## src/rtl/hilo_mdu_if.sv

```systemverilog
// hilo_mdu_if: EX-stage <-> multiply/divide unit handshake and HI/LO result bus.
interface hilo_mdu_if #(
  parameter int WIDTH = 32
);
  logic             start;
  logic [1:0]       op;
  logic             op_signed;
  logic [WIDTH-1:0] src_a;
  logic [WIDTH-1:0] src_b;
  logic             busy;
  logic             done;
  logic [WIDTH-1:0] hi_out;
  logic [WIDTH-1:0] lo_out;

  modport master (
    output start, op, op_signed, src_a, src_b,
    input  busy, done, hi_out, lo_out
  );

  modport slave (
    input  start, op, op_signed, src_a, src_b,
    output busy, done, hi_out, lo_out
  );
endinterface

```

## src/rtl/hilo_mdu.sv

```systemverilog
// hilo_mdu: iterative MULT/DIV with HI/LO registers and MTHI/MTLO writes.
// Optional signed MULT/DIV enabled by defining SIGNED_MD_EN.
module hilo_mdu #(
  parameter int WIDTH = 32,
  parameter int CNT_W = 6
) (
  input logic       clk,
  input logic       reset,
  hilo_mdu_if.slave bus
);

  localparam logic [1:0] OP_MULT = 2'b00;
  localparam logic [1:0] OP_DIV  = 2'b01;
  localparam logic [1:0] OP_MTHI = 2'b10;
  localparam logic [1:0] OP_MTLO = 2'b11;

  typedef enum logic [1:0] {
    S_IDLE,
    S_MUL,
    S_DIV
  } state_e;

  state_e               state_q, state_d;
  logic [CNT_W-1:0]     cnt_q, cnt_d;
  logic [WIDTH-1:0]     opnd_q, opnd_d;
  logic [2*WIDTH-1:0]   acc_q, acc_d;
  logic [WIDTH-1:0]     hi_q, hi_d;
  logic [WIDTH-1:0]     lo_q, lo_d;
  logic                 done_q, done_d;
  logic                 bz_q, bz_d;
  logic                 qneg_q, qneg_d;
  logic                 rneg_q, rneg_d;

  logic                 sa, sb;
  logic [WIDTH-1:0]     mag_a, mag_b;
  logic                 last;
  logic [WIDTH:0]       mul_sum;
  logic [2*WIDTH-1:0]   mul_nxt;
  logic [WIDTH:0]       div_sh;
  logic [WIDTH:0]       div_tr;
  logic [2*WIDTH-1:0]   div_nxt;
  logic [2*WIDTH-1:0]   prod;
  logic [WIDTH-1:0]     quo;
  logic [WIDTH-1:0]     rem;

`ifdef SIGNED_MD_EN
  assign sa    = bus.op_signed & bus.src_a[WIDTH-1];
  assign sb    = bus.op_signed & bus.src_b[WIDTH-1];
  assign mag_a = sa ? -bus.src_a : bus.src_a;
  assign mag_b = sb ? -bus.src_b : bus.src_b;
`else
  assign sa    = 1'b0;
  assign sb    = 1'b0;
  assign mag_a = bus.src_a;
  assign mag_b = bus.src_b;
`endif

  assign last = (cnt_q == CNT_W'(WIDTH-1));

  // Shift-add: multiplier sits in the low half and is consumed LSB first.
  assign mul_sum = {1'b0, acc_q[2*WIDTH-1:WIDTH]} + {1'b0, opnd_q};
  assign mul_nxt = acc_q[0]
                 ? {mul_sum, acc_q[WIDTH-1:1]}
                 : {1'b0, acc_q[2*WIDTH-1:1]};

  // Restoring step: remainder in the high half, quotient shifts into the low.
  assign div_sh  = acc_q[2*WIDTH-1:WIDTH-1];
  assign div_tr  = div_sh - {1'b0, opnd_q};
  assign div_nxt = div_tr[WIDTH]
                 ? {div_sh[WIDTH-1:0], acc_q[WIDTH-2:0], 1'b0}
                 : {div_tr[WIDTH-1:0], acc_q[WIDTH-2:0], 1'b1};

  always_comb begin
    prod = mul_nxt;
    quo  = div_nxt[WIDTH-1:0];
    rem  = div_nxt[2*WIDTH-1:WIDTH];
`ifdef SIGNED_MD_EN
    if (qneg_q) prod = -prod;
    if (qneg_q) quo  = -quo;
    if (rneg_q) rem  = -rem;
`endif
    if (bz_q) quo = {WIDTH{1'b1}};
  end

  always_comb begin
    state_d = state_q;
    cnt_d   = cnt_q;
    opnd_d  = opnd_q;
    acc_d   = acc_q;
    hi_d    = hi_q;
    lo_d    = lo_q;
    done_d  = 1'b0;
    bz_d    = bz_q;
    qneg_d  = qneg_q;
    rneg_d  = rneg_q;
    case (state_q)
      S_IDLE: begin
        if (bus.start) begin
          unique case (1'b1)
            (bus.op == OP_MTHI): hi_d = bus.src_a;
            (bus.op == OP_MTLO): lo_d = bus.src_a;
            (bus.op == OP_MULT): begin
              state_d = S_MUL;
              cnt_d   = '0;
              opnd_d  = mag_a;
              acc_d   = {{WIDTH{1'b0}}, mag_b};
              qneg_d  = sa ^ sb;
              rneg_d  = 1'b0;
              bz_d    = 1'b0;
            end
            (bus.op == OP_DIV): begin
              state_d = S_DIV;
              cnt_d   = '0;
              opnd_d  = mag_b;
              acc_d   = {{WIDTH{1'b0}}, mag_a};
              qneg_d  = sa ^ sb;
              rneg_d  = sa;
              bz_d    = (bus.src_b == '0);
            end
          endcase
        end
      end
      S_MUL: begin
        acc_d = mul_nxt;
        cnt_d = cnt_q + CNT_W'(1);
        if (last) begin
          hi_d    = prod[2*WIDTH-1:WIDTH];
          lo_d    = prod[WIDTH-1:0];
          done_d  = 1'b1;
          cnt_d   = '0;
          state_d = S_IDLE;
        end
      end
      S_DIV: begin
        acc_d = div_nxt;
        cnt_d = cnt_q + CNT_W'(1);
        if (last) begin
          hi_d    = rem;
          lo_d    = quo;
          done_d  = 1'b1;
          cnt_d   = '0;
          state_d = S_IDLE;
        end
      end
      default: state_d = S_IDLE;
    endcase
  end

  always_ff @(posedge clk or negedge reset) begin
    if (!reset) begin
      state_q <= S_IDLE;
      cnt_q   <= '0;
      opnd_q  <= '0;
      acc_q   <= '0;
      hi_q    <= '0;
      lo_q    <= '0;
      done_q  <= 1'b0;
      bz_q    <= 1'b0;
      qneg_q  <= 1'b0;
      rneg_q  <= 1'b0;
    end else begin
      state_q <= state_d;
      cnt_q   <= cnt_d;
      opnd_q  <= opnd_d;
      acc_q   <= acc_d;
      hi_q    <= hi_d;
      lo_q    <= lo_d;
      done_q  <= done_d;
      bz_q    <= bz_d;
      qneg_q  <= qneg_d;
      rneg_q  <= rneg_d;
    end
  end

  assign bus.busy   = (state_q != S_IDLE);
  assign bus.done   = done_q;
  assign bus.hi_out = hi_q;
  assign bus.lo_out = lo_q;

endmodule

```

## src/flat_wrapper.sv

```systemverilog
// flat-port wrapper written by rule: the top's interface ports become plain ports
module hilo_mdu_flat 
#(
  parameter int WIDTH = 32,
  parameter int CNT_W = 6
)
  (clk, reset, bus_start, bus_op, bus_op_signed, bus_src_a, bus_src_b, bus_busy, bus_done, bus_hi_out, bus_lo_out);
  hilo_mdu_if #(.WIDTH(WIDTH)) bus_i ();
  input logic clk;
  input logic reset;
  input wire logic [$bits(bus_i.start)-1:0] bus_start;
  input wire logic [$bits(bus_i.op)-1:0] bus_op;
  input wire logic [$bits(bus_i.op_signed)-1:0] bus_op_signed;
  input wire logic [$bits(bus_i.src_a)-1:0] bus_src_a;
  input wire logic [$bits(bus_i.src_b)-1:0] bus_src_b;
  output wire logic [$bits(bus_i.busy)-1:0] bus_busy;
  output wire logic [$bits(bus_i.done)-1:0] bus_done;
  output wire logic [$bits(bus_i.hi_out)-1:0] bus_hi_out;
  output wire logic [$bits(bus_i.lo_out)-1:0] bus_lo_out;
  assign bus_i.start = bus_start;
  assign bus_i.op = bus_op;
  assign bus_i.op_signed = bus_op_signed;
  assign bus_i.src_a = bus_src_a;
  assign bus_i.src_b = bus_src_b;
  assign bus_busy = bus_i.busy;
  assign bus_done = bus_i.done;
  assign bus_hi_out = bus_i.hi_out;
  assign bus_lo_out = bus_i.lo_out;
  hilo_mdu #(.WIDTH(WIDTH), .CNT_W(CNT_W)) u_core (.clk(clk), .reset(reset), .bus(bus_i));
endmodule
```

## config.mk

```make
export PLATFORM = sky130hd
export DESIGN_NAME = hilo_mdu_flat
export DESIGN_NICKNAME = d
export VERILOG_FILES = /design/src/rtl/hilo_mdu_if.sv /design/src/rtl/hilo_mdu.sv /design/src/flat_wrapper.sv
export SDC_FILE = /design/constraint.sdc
export NUM_CORES = 1
export LEC_CHECK = 0
export ABC_AREA = 1
export BUFFER_PORTS_ARGS = -buffer_cell sky130_fd_sc_hd__buf_4
export CAP_MARGIN = 20
export CELL_PAD_IN_SITES_DETAIL_PLACEMENT = 1
export CELL_PAD_IN_SITES_GLOBAL_PLACEMENT = 1
export CORE_MARGIN = 2
export CORE_UTILIZATION = 43
export CTS_CLUSTER_DIAMETER = 40
export DETAILED_ROUTE_END_ITERATION = 8
export PLACE_DENSITY_LB_ADDON = 0.1
export SYNTH_ARGS = -nofsm -noshare
export SYNTH_HDL_FRONTEND = slang
export SYNTH_SLANG_ARGS = --single-unit
```

## constraint.sdc

```tcl
create_clock -name clk -period 2.7 [get_ports clk]
set_input_delay 0.54 -clock clk [delete_from_list [all_inputs] [get_ports clk]]
set_output_delay 0.54 -clock clk [all_outputs]
set_load 0.01 [all_outputs]
```

After elaboration in Yosys (flattened, before gate mapping) --
Index checks and enable logic that the tools add are counted.
Storage, ports and cells: flip-flop bits (word level) 170, latch bits 0, RAM bits 0, memory bits (read-only) 0, bits of input ports 70, output and inout port bits 66, word-level logic and storage cells 68, memories 0
Cells by class: add/sub/neg operators 3, multipliers 0, div/mod/pow operators 0, magnitude comparators 0, equal/unequal tests 14, shift-type cells 0, mux-type cells 28, bitwise operators 0, reduce and logical (&&, ||, !) cells 15
Operator list (count):
- 32-bit two-way mux | 9
- 64-bit two-way mux | 3
- 32-bit case mux with 3 select lines | 2
- 64-bit case mux with 3 select lines | 1
- 64-bit case mux with 2 select lines | 1
- 32-bit case mux with 2 select lines | 1
- 32-bit by 32-bit adder with 33-bit output | 1
- 33-bit by 32-bit subtractor with 33-bit output | 1
- 32-bit zero test | 1
- 6-bit two-way mux | 3
- 6-bit case mux with 2 select lines | 1
- 3-bit AND reduction | 4
- 2-bit by 1-bit inequality test with 1-bit output, second input constant | 5
- 5-bit AND reduction | 2
- 2-bit case mux with 2 select lines | 2
- 6-bit by 1-bit adder with 6-bit output, second input constant | 1
- 2-bit equality test, second input constant | 3
- 6-bit by 5-bit equality test with 1-bit output, second input constant | 1
- 2-bit nonzero test | 3
- 2-bit by 1-bit equality test with 1-bit output, second input constant | 2
- 2-bit zero test | 2
- 2-bit two-way mux | 2
- 2-bit inequality test, second input constant | 2
- 2-bit OR reduction | 2
- 4 further kinds | 5

Logic depth before layout (Yosys ltp) --
Gate-level depths: netlist of the first run.
word-level depth 5, depth in mapped cells 20, gate-level depth less buffers 19

Worst setup path before layout of the first run --
Ideal clock, no wire load.
kind reg2reg, start register u_core.acc_q[31], end register u_core.acc_q[55], library setup time 0.137 ns, arrival 2.219 ns, required time 2.563 ns, slack 0.344 ns, stages on the path, launching flop included 21, buffers on the path 1, period minus slack after synthesis 2.356 ns, cell sequence dfrtp_1 inv_1 ha_1 fa_1 inv_1 nand2_1 nand2_1 nand3_1 nand2_2 nand2_2 nand2_2 nand2_4 nand2_4 nand2_8 nand2_8 buf_6 nand2_1 nand3_1 nand2_1 nand2_2 o21ai_2
On the way: longest elaborated chain between the ends 3
Ends and longest elaborated chain:
- from (decl) | RTL line hilo_mdu.sv:26 | logic [2*WIDTH-1:0] acc_q, acc_d;
- from (signal assigned) | RTL line hilo_mdu.sv:154 | acc_q <= '0;
- from (signal assigned) | RTL line hilo_mdu.sv:165 | acc_q <= acc_d;
- 33-bit by 32-bit subtractor with 33-bit output | RTL line hilo_mdu.sv:68 | assign div_tr = div_sh - {1'b0, opnd_q};
- 64-bit two-way mux | RTL line hilo_mdu.sv:70 | ? {div_sh[WIDTH-1:0], acc_q[WIDTH-2:0], 1'b0}
- 64-bit case mux with 3 select lines | RTL line hilo_mdu.sv:96 | case (state_q)
Every way passes these cells. A chain may end at the register's enable or synchronous reset.

Worst setup path in the final report of the first run --
start register u_core.opnd_q[0], end register u_core.hi_q[21], in the netlist u_core.bus.hi_out[21]
On the way: longest elaborated chain between the ends 4, elaborated cells on any way between the ends 7, those cells by class add/sub (2); mux (5)
Ends and longest elaborated chain:
- from (decl) | RTL line hilo_mdu.sv:25 | logic [WIDTH-1:0] opnd_q, opnd_d;
- from (signal assigned) | RTL line hilo_mdu.sv:164 | opnd_q <= opnd_d;
- 33-bit by 32-bit subtractor with 33-bit output or 32-bit by 32-bit adder with 33-bit output (tied branches) | RTL line hilo_mdu.sv:68, hilo_mdu.sv:61
- 64-bit two-way mux, on equally long branches | RTL line hilo_mdu.sv:70, hilo_mdu.sv:63
- 32-bit two-way mux, on equally long branches | RTL line hilo_mdu.sv:137, hilo_mdu.sv:126
- 32-bit case mux with 3 select lines (*) | RTL line hilo_mdu.sv:96
- to (signal assigned) | RTL line hilo_mdu.sv:166 | hi_q <= hi_d;
- to (decl) | RTL line hilo_mdu.sv:27 | logic [WIDTH-1:0] hi_q, hi_d;
Every way passes the cells marked *; elsewhere a longest branch is shown, timed or not. The select of a mux whose other input is x is not followed.

==> results of run 1 <==
registers in the layout, indices dropped and copies added (netlist names):
name               flops
u_core.acc_q          64
u_core.bus.hi_out     32
u_core.bus.lo_out     32
u_core.opnd_q         32
u_core.cnt_q           6
u_core.state_q         2
u_core.bus.done        1
u_core.bz_q            1
worst max-delay path, stage by stage, from the launching register on:
cell,delay [ps]
dfrtp_1,400
buf_4,150
ha_1,200
inv_1,110
fa_2,390
o21ai_2,140
buf_4,150
nand2_1,50
nand2_1,100
nand2_1,90
nand2_2,140
nand2_1,80
nand2_1,60
nand2_1,40
nand3_1,100
nand2_1,90
nand2_1,120
nand2_2,70
a21boi_1,140
cell families (layout without fill, tap and decap cells):
| group | after synthesis | in the layout |
|---|---|---|
| adders and majority gates | 71 | 71 |
| buffers and inverters | 480 | 656 |
| DFF | 170 | 170 |
| muxes | 32 | 32 |
| and+or+nand+nor | 1060 | 1062 |
| AOI/OAI and AO/OA | 435 | 435 |
| xor gates and xnor gates | 12 | 12 |
cells in the mapped netlist, types with 12 or more instances:
cell type  count  area, sq um
a21oi_1      145          726
dfrtp_1      170         4250
o211ai_1      14          105
nand3_1      128          641
a22oi_1       30          225
o22ai_1       12         75.1
a31oi_1       30          188
nand3b_1      45          338
nand2_1      608         2280
o21ai_0      132          661
nand2_2       25          156
clkbuf_1      60          225
ha_1          69          863
inv_1        396         1490
mux2_2        31          349
nor2_1       202          758
nor3_1        18         90.1
where the power goes:
group,leakage (nW),total (mW),internal [mW],switching [mW]
Sequential,2.09,4.92,3.78,1.14
Combinational,7.06,18.7,6.92,11.7
Clock,0.308,2.76,1.66,1.10
Total,9.46,26.3,12.4,14.0
metrics by stage:
stage,TNS (ps),util [%],worst slack [ps],std cells
after floorplan,0,-,344,2260
after global routing,-1700,53.6,-102,2886
after global placement,0,49.4,29.1,2830
final,0,53.6,1.41,2886
after CTS,0,51.4,9.00,2859
after detailed placement,-794,49.4,-79.8,2830
layer usage:
metal  share of wire, %  vias up  routed length [um]  global-route usage [%]
li1                   -     7577                   -                       -
met1                 45     8013               27200                    46.4
met2                 47      492               28600                    54.6
met3                5.7       71                3420                    3.24
met4                1.9        0                1130                    7.21
met5                  0        -                   0                       0
cell type report:
cell class / count / area [sq um] / share of cell area [%]
clock buffer: 18 / 439 / 2.45
clock inverter: 11 / 194 / 1.08
inverter: 398 / 1490 / 8.33
multi-input combinational: 1612 / 9050 / 50.5
sequential: 170 / 4270 / 23.8
tap: 448 / 561 / 3.13
timing repair buffer: 229 / 1920 / 10.7
timing repair:
item                       4_1_cts  5_1_grt
setup endpoints to repair       55       66
gates resized for setup         11      147
setup buffers                    0       23
pin swaps                        2       28
gates cloned                     0        4
worst min path at each step:
stage | startpoint | to | slack, ps
after floorplan | reset | u_core.acc_q[0] | 240
after CTS | reset | u_core.bus.lo_out[6] | 40
after detailed placement | u_core.bz_q | u_core.bz_q | 500
after global placement | u_core.bz_q | u_core.bz_q | 460
final | reset | u_core.bus.lo_out[6] | 20
after global routing | reset | u_core.acc_q[4] | 50
==> results.py, run 1 <==
metrics = {
    "outcome": {
        "status": "finished, final reports clean",
    },
    "placed_design": {
        "place.gp.congestion": 0.988,
        "placed_area_sq_um": 16500,
        "dp_hpwl_mm": 46.4,
        "io_buffer_count": 134,
    },
    "timing": {
        "hold_slack_ps": 18.9,
        "hold_viol": 0,
        "rsz0062_at_grt": "yes",
        "min_period_ps": 2700,
        "setup_viol": 0,
        "min_period_over_period_pct": 99.9,
        "worstMarginPinSlew_ps": 918,
        "slew_headroom_pct": 38.7,
        "slew_violations": 0,
        "finalClockSkew_ps": 21.1,
        "fmax_mhz": 371,
    },
    "global_route": {
        "grt.total_usage_pct": 32.9,
        "overflow": 0,
        "grt_max_degree": 66,
        "grt_pass1_wl_mm": 90.4,
        "grt_pass1_vias": 16200,
        "antenna_found_initial": 0,
    },
    "yosys": {
        "synth_compound_area_share_pct": 17.6,
        "synth_nets": 2401,
        "synth_top_family_by_area": "simple AND/OR/NAND/NOR gates",
        "yosysWarnings": 0,
        "synth.avg_cell_area_sq_um": 6.46,
        "syn_area_sq_um": 14600,
        "synth_xor_area_share_pct": 0.720,
        "synthMuxAreaShare_pct": 2.46,
        "synth-edff-count": 0,
        "synth-seq-cells": 170,
        "yosysSeqAreaShare_pct": 29.1,
        "yosys.cell_types.count": 50,
        "ys.flop_type": "dfrtp_1",
        "synthAdderAreaFrac_pct": 6.19,
        "synth_simple_gate_area_share_pct": 31.1,
        "async_reset_ff_share_pct": 100,
        "postSynthCellCount": 2260,
    },
    "floorplanning": {
        "die_h_um": 188,
        "die-area_sq_um": 35500,
        "rows": 67,
        "die_x_um": 188,
        "start_util_pct": 43.7,
        "coreArea_sq_um": 33400,
        "ios": 136,
    },
    "layout": {
        "syn2layout_area_growth_pct": 22.7,
        "num-fill-cells": 4407,
        "drive_gt1_share_pct": 20.0,
        "n_antenna_cell": 0,
        "nets": 2569,
        "mostFrequentLayoutCells": "nand2_1 (580), inv_1 (369), buf_4 (212)",
        "design_area_sq_um": 17900,
        "layout_commonest_cell": "nand2_1",
    },
    "clock_network": {
        "clkLatencyLatePin_ps": 450,
        "cts_buffer_depth": 2,
        "cts_inserted_buffers": 17,
        "clk_pin_slew_ps": 70,
        "hold_buffers": 0,
        "cts_max_level": 4,
        "root_buffer": "clkbuf_16",
        "cts_sinks": 170,
        "tritoncts": "built",
    },
    "setup_path": {
        "path_max_fanout": 4,
        "rrSetupSlack_ps": 1,
        "crit_end": "u_core.bus.hi_out[21]",
        "cp.required_ps": 3060,
        "worstSetupEndpointType": "flip-flop",
        "cp-startpoint": "u_core.opnd_q[0]",
        "r2r_end": "u_core.bus.hi_out[21]",
        "reg2regPathDepth": 18,
        "critical_path_class": "flip-flop to flip-flop",
        "cp-start-kind": "flip-flop",
        "cp_data_arrival_time_ps": 3060,
        "r2r_start": "u_core.opnd_q[0]",
    },
    "detailed_routing": {
        "drc_errors": 0,
        "vias": 16200,
        "drt-vias-per-instance": 5.60,
        "firstDrtPassIters": 5,
        "totalWireLength_mm": 60.4,
        "drt-initial-drc-count": 1072,
        "wl_per_cell_um": 20.9,
        "antenna_left": 0,
    },
    "min_path": {
        "hold_path.class": "input port to asynchronous set/reset pin",
    },
    "power": {
        "ir_worst_vdd_mv": 0.620,
        "p_leak_nw": 9.46,
        "power_per_cell_area_nw_per_um2": 1470,
        "fin_total_pwr_mw": 26.3,
    },
    "job": {
        "maxCapViolations": 0,
    },
}
No activity file was read; power rests on OpenSTA's default activity.
==> inputs of run 2 (changes only) <==
--- a/config.mk
+++ b/config.mk
@@ -15,6 +15,7 @@
 export CTS_CLUSTER_DIAMETER = 40
 export DETAILED_ROUTE_END_ITERATION = 8
 export PLACE_DENSITY_LB_ADDON = 0.1
+export SETUP_SLACK_MARGIN = 0.2
 export SYNTH_ARGS = -nofsm -noshare
 export SYNTH_HDL_FRONTEND = slang
 export SYNTH_SLANG_ARGS = --single-unit
==> run 2 against run 1 <==
Effect of this change:
- sequential power about the same
- flip-flop and latch count unchanged
- final cell count down 0.28%
- maximum frequency up 3.0%
- critical path type unchanged
==> results.py, run 2 (same netlist as run 1, synthesis figures left out) <==
metrics = {
    "outcome": {
        "status": "finished, final reports clean",
    },
    "layout": {
        "fin_util_pct": 54.4,
        "nets": 2561,
        "drive_gt1_share_pct": 22.7,
        "regMostFlops": "u_core.acc_q",
        "num-fill-cells": 4357,
        "largest_register_ffs": 64,
        "layout_commonest_cell": "nand2_1",
        "finalNonFillerCells": 2878,
        "syn2layout_area_growth_pct": 24.6,
        "mostFrequentLayoutCells": "nand2_1 (553), inv_1 (372), buf_4 (201)",
        "n_antenna_cell": 0,
    },
    "floorplanning": {
        "start_util_pct": 43.7,
        "die_x_um": 188,
        "coreArea_sq_um": 33400,
        "ios": 136,
        "rows": 67,
        "die_h_um": 188,
        "die-area_sq_um": 35500,
    },
    "timing": {
        "rsz0062_at_grt": "yes",
        "setup_viol": 0,
        "hold_viol": 0,
        "worstMarginPinSlew_ps": 947,
        "finalClockSkew_ps": 18.1,
        "slew_headroom_pct": 36.8,
        "min_period_ps": 2620,
        "min_period_over_period_pct": 97.0,
        "slew_violations": 0,
        "fmax_mhz": 382,
        "fin_tns_setup_ps": 0,
    },
    "detailed_routing": {
        "totalWireLength_mm": 60.0,
        "antenna_left": 0,
        "firstDrtPassIters": 5,
        "vias": 16100,
        "drc_errors": 0,
        "drt-vias-per-instance": 5.59,
        "drt-initial-drc-count": 1057,
        "wl_per_cell_um": 20.9,
    },
    "power": {
        "ir_worst_vdd_mv": 0.723,
        "power_per_cell_area_nw_per_um2": 1470,
        "p_leak_nw": 9.58,
    },
    "setup_path": {
        "critical_path_class": "flip-flop to flip-flop",
        "worstSetupEndpointType": "flip-flop",
        "cp-start-kind": "flip-flop",
        "cp.required_ps": 3060,
        "cp_data_arrival_time_ps": 2980,
        "path_max_fanout": 6,
        "r2r_start": "u_core.acc_q[31]",
        "cp-startpoint": "u_core.acc_q[31]",
    },
    "placed_design": {
        "dp.cells": 2830,
        "io_buffer_count": 134,
        "place.gp.congestion": 0.988,
        "dp_hpwl_mm": 46.4,
    },
    "global_route": {
        "grt_pass1_vias": 16200,
        "overflow": 0,
        "grt_max_degree": 66,
        "grt.total_usage_pct": 32.9,
        "grt_pass1_wl_mm": 90.6,
        "antenna_found_initial": 0,
    },
    "clock_network": {
        "clk_pin_slew_ps": 70,
        "cts_sinks": 170,
        "root_buffer": "clkbuf_16",
        "tritoncts": "built",
        "cts_max_level": 4,
        "cts_buffer_depth": 2,
        "cts_inserted_buffers": 17,
        "clkLatencyLatePin_ps": 450,
    },
    "min_path": {
        "hold_path.class": "input port to asynchronous set/reset pin",
    },
    "job": {
        "maxCapViolations": 0,
    },
}
[run 2: changes by cell type in the layout (fill, tap and decap cells not counted), sizes merged]
cell / change
inv: -1
clkinvlp: +1
nand2: -1
buf: -7
[run 2: final cells by class]
type | instances | area (sq um) | share of cell area [%]
multi-input combinational | 1611 | 9330 | 51.3
timing repair buffer | 222 | 1910 | 10.5
clock buffer | 18 | 439 | 2.41
clock inverter | 11 | 194 | 1.07
inverter | 398 | 1500 | 8.23
sequential | 170 | 4260 | 23.4
tap | 448 | 561 | 3.08
[run 2: worst paths after layout]
path / end / slack, ps / cells after the start
max: u_core.bus.hi_out[1] / 80 / 19
min: u_core.bus.lo_out[6] / 20 / 1
max reg2reg: u_core.bus.hi_out[1] / 80 / 19
min reg2reg: u_core.bus.lo_out[4] / 510 / 1
max in group asynchronous: u_core.acc_q[33] / 1860 / 2
min in group clk: u_core.opnd_q[31] / 380 / 3
[run 2: timing repair]
action / in CTS / in global routing
cloned: 0 / 3
setup endpoints to repair: 66 / 92
pin swaps: 4 / 68
hold buffers: 0 / 0
gates resized for setup: 38 / 204
buffers inserted: 1 / 15
[run 2: power breakdown]
| part | switching [mW] | leakage (nW) | internal (mW) |
|---|---|---|---|
| sequential | 1.14 | 2.09 | 3.77 |
| clock | 1.09 | 0.308 | 1.66 |
| combinational | 12.0 | 7.18 | 7.02 |
[run 2: stage by stage]
step | setup slack, ps | instance area [sq um] | hold WS, ps | power [mW]
2_1_floorplan | 344 | 14600 | 244 | 15.4
3_3_place_gp | 29.1 | 16500 | 461 | 21.0
3_5_place_dp | -79.8 | 16500 | 495 | 21.6
4_1_cts | 74.4 | 17200 | 39.1 | 24.6
5_1_grt | -34.5 | 18200 | 52.9 | 28.6
6_report | 80.3 | 18200 | 17.1 | 26.7
[run 2: worst max-delay path: stages (launching register included)]
cell      delay [ps]
dfrtp_1          370
inv_2             70
ha_4             160
fa_2             390
inv_2             90
nand2_2           50
nand2_2           70
nand3_2           70
nand2_2          100
nand2_2           80
nand2_4          100
nand2_8           80
nand2_8          110
nand2_8          120
buf_12           180
nand3_2           50
nand3_1           80
nand2_1          110
nand2_2           70
a21boi_1         180
[run 2: layer usage]
layer | share of wire [%] | routed length (um) | track usage (%)
met5 | 0 | 0 | 0
met4 | 2.1 | 1280 | 7.15
met3 | 5.4 | 3220 | 3.24
met2 | 47 | 28100 | 54.8
met1 | 46 | 27400 | 46.4
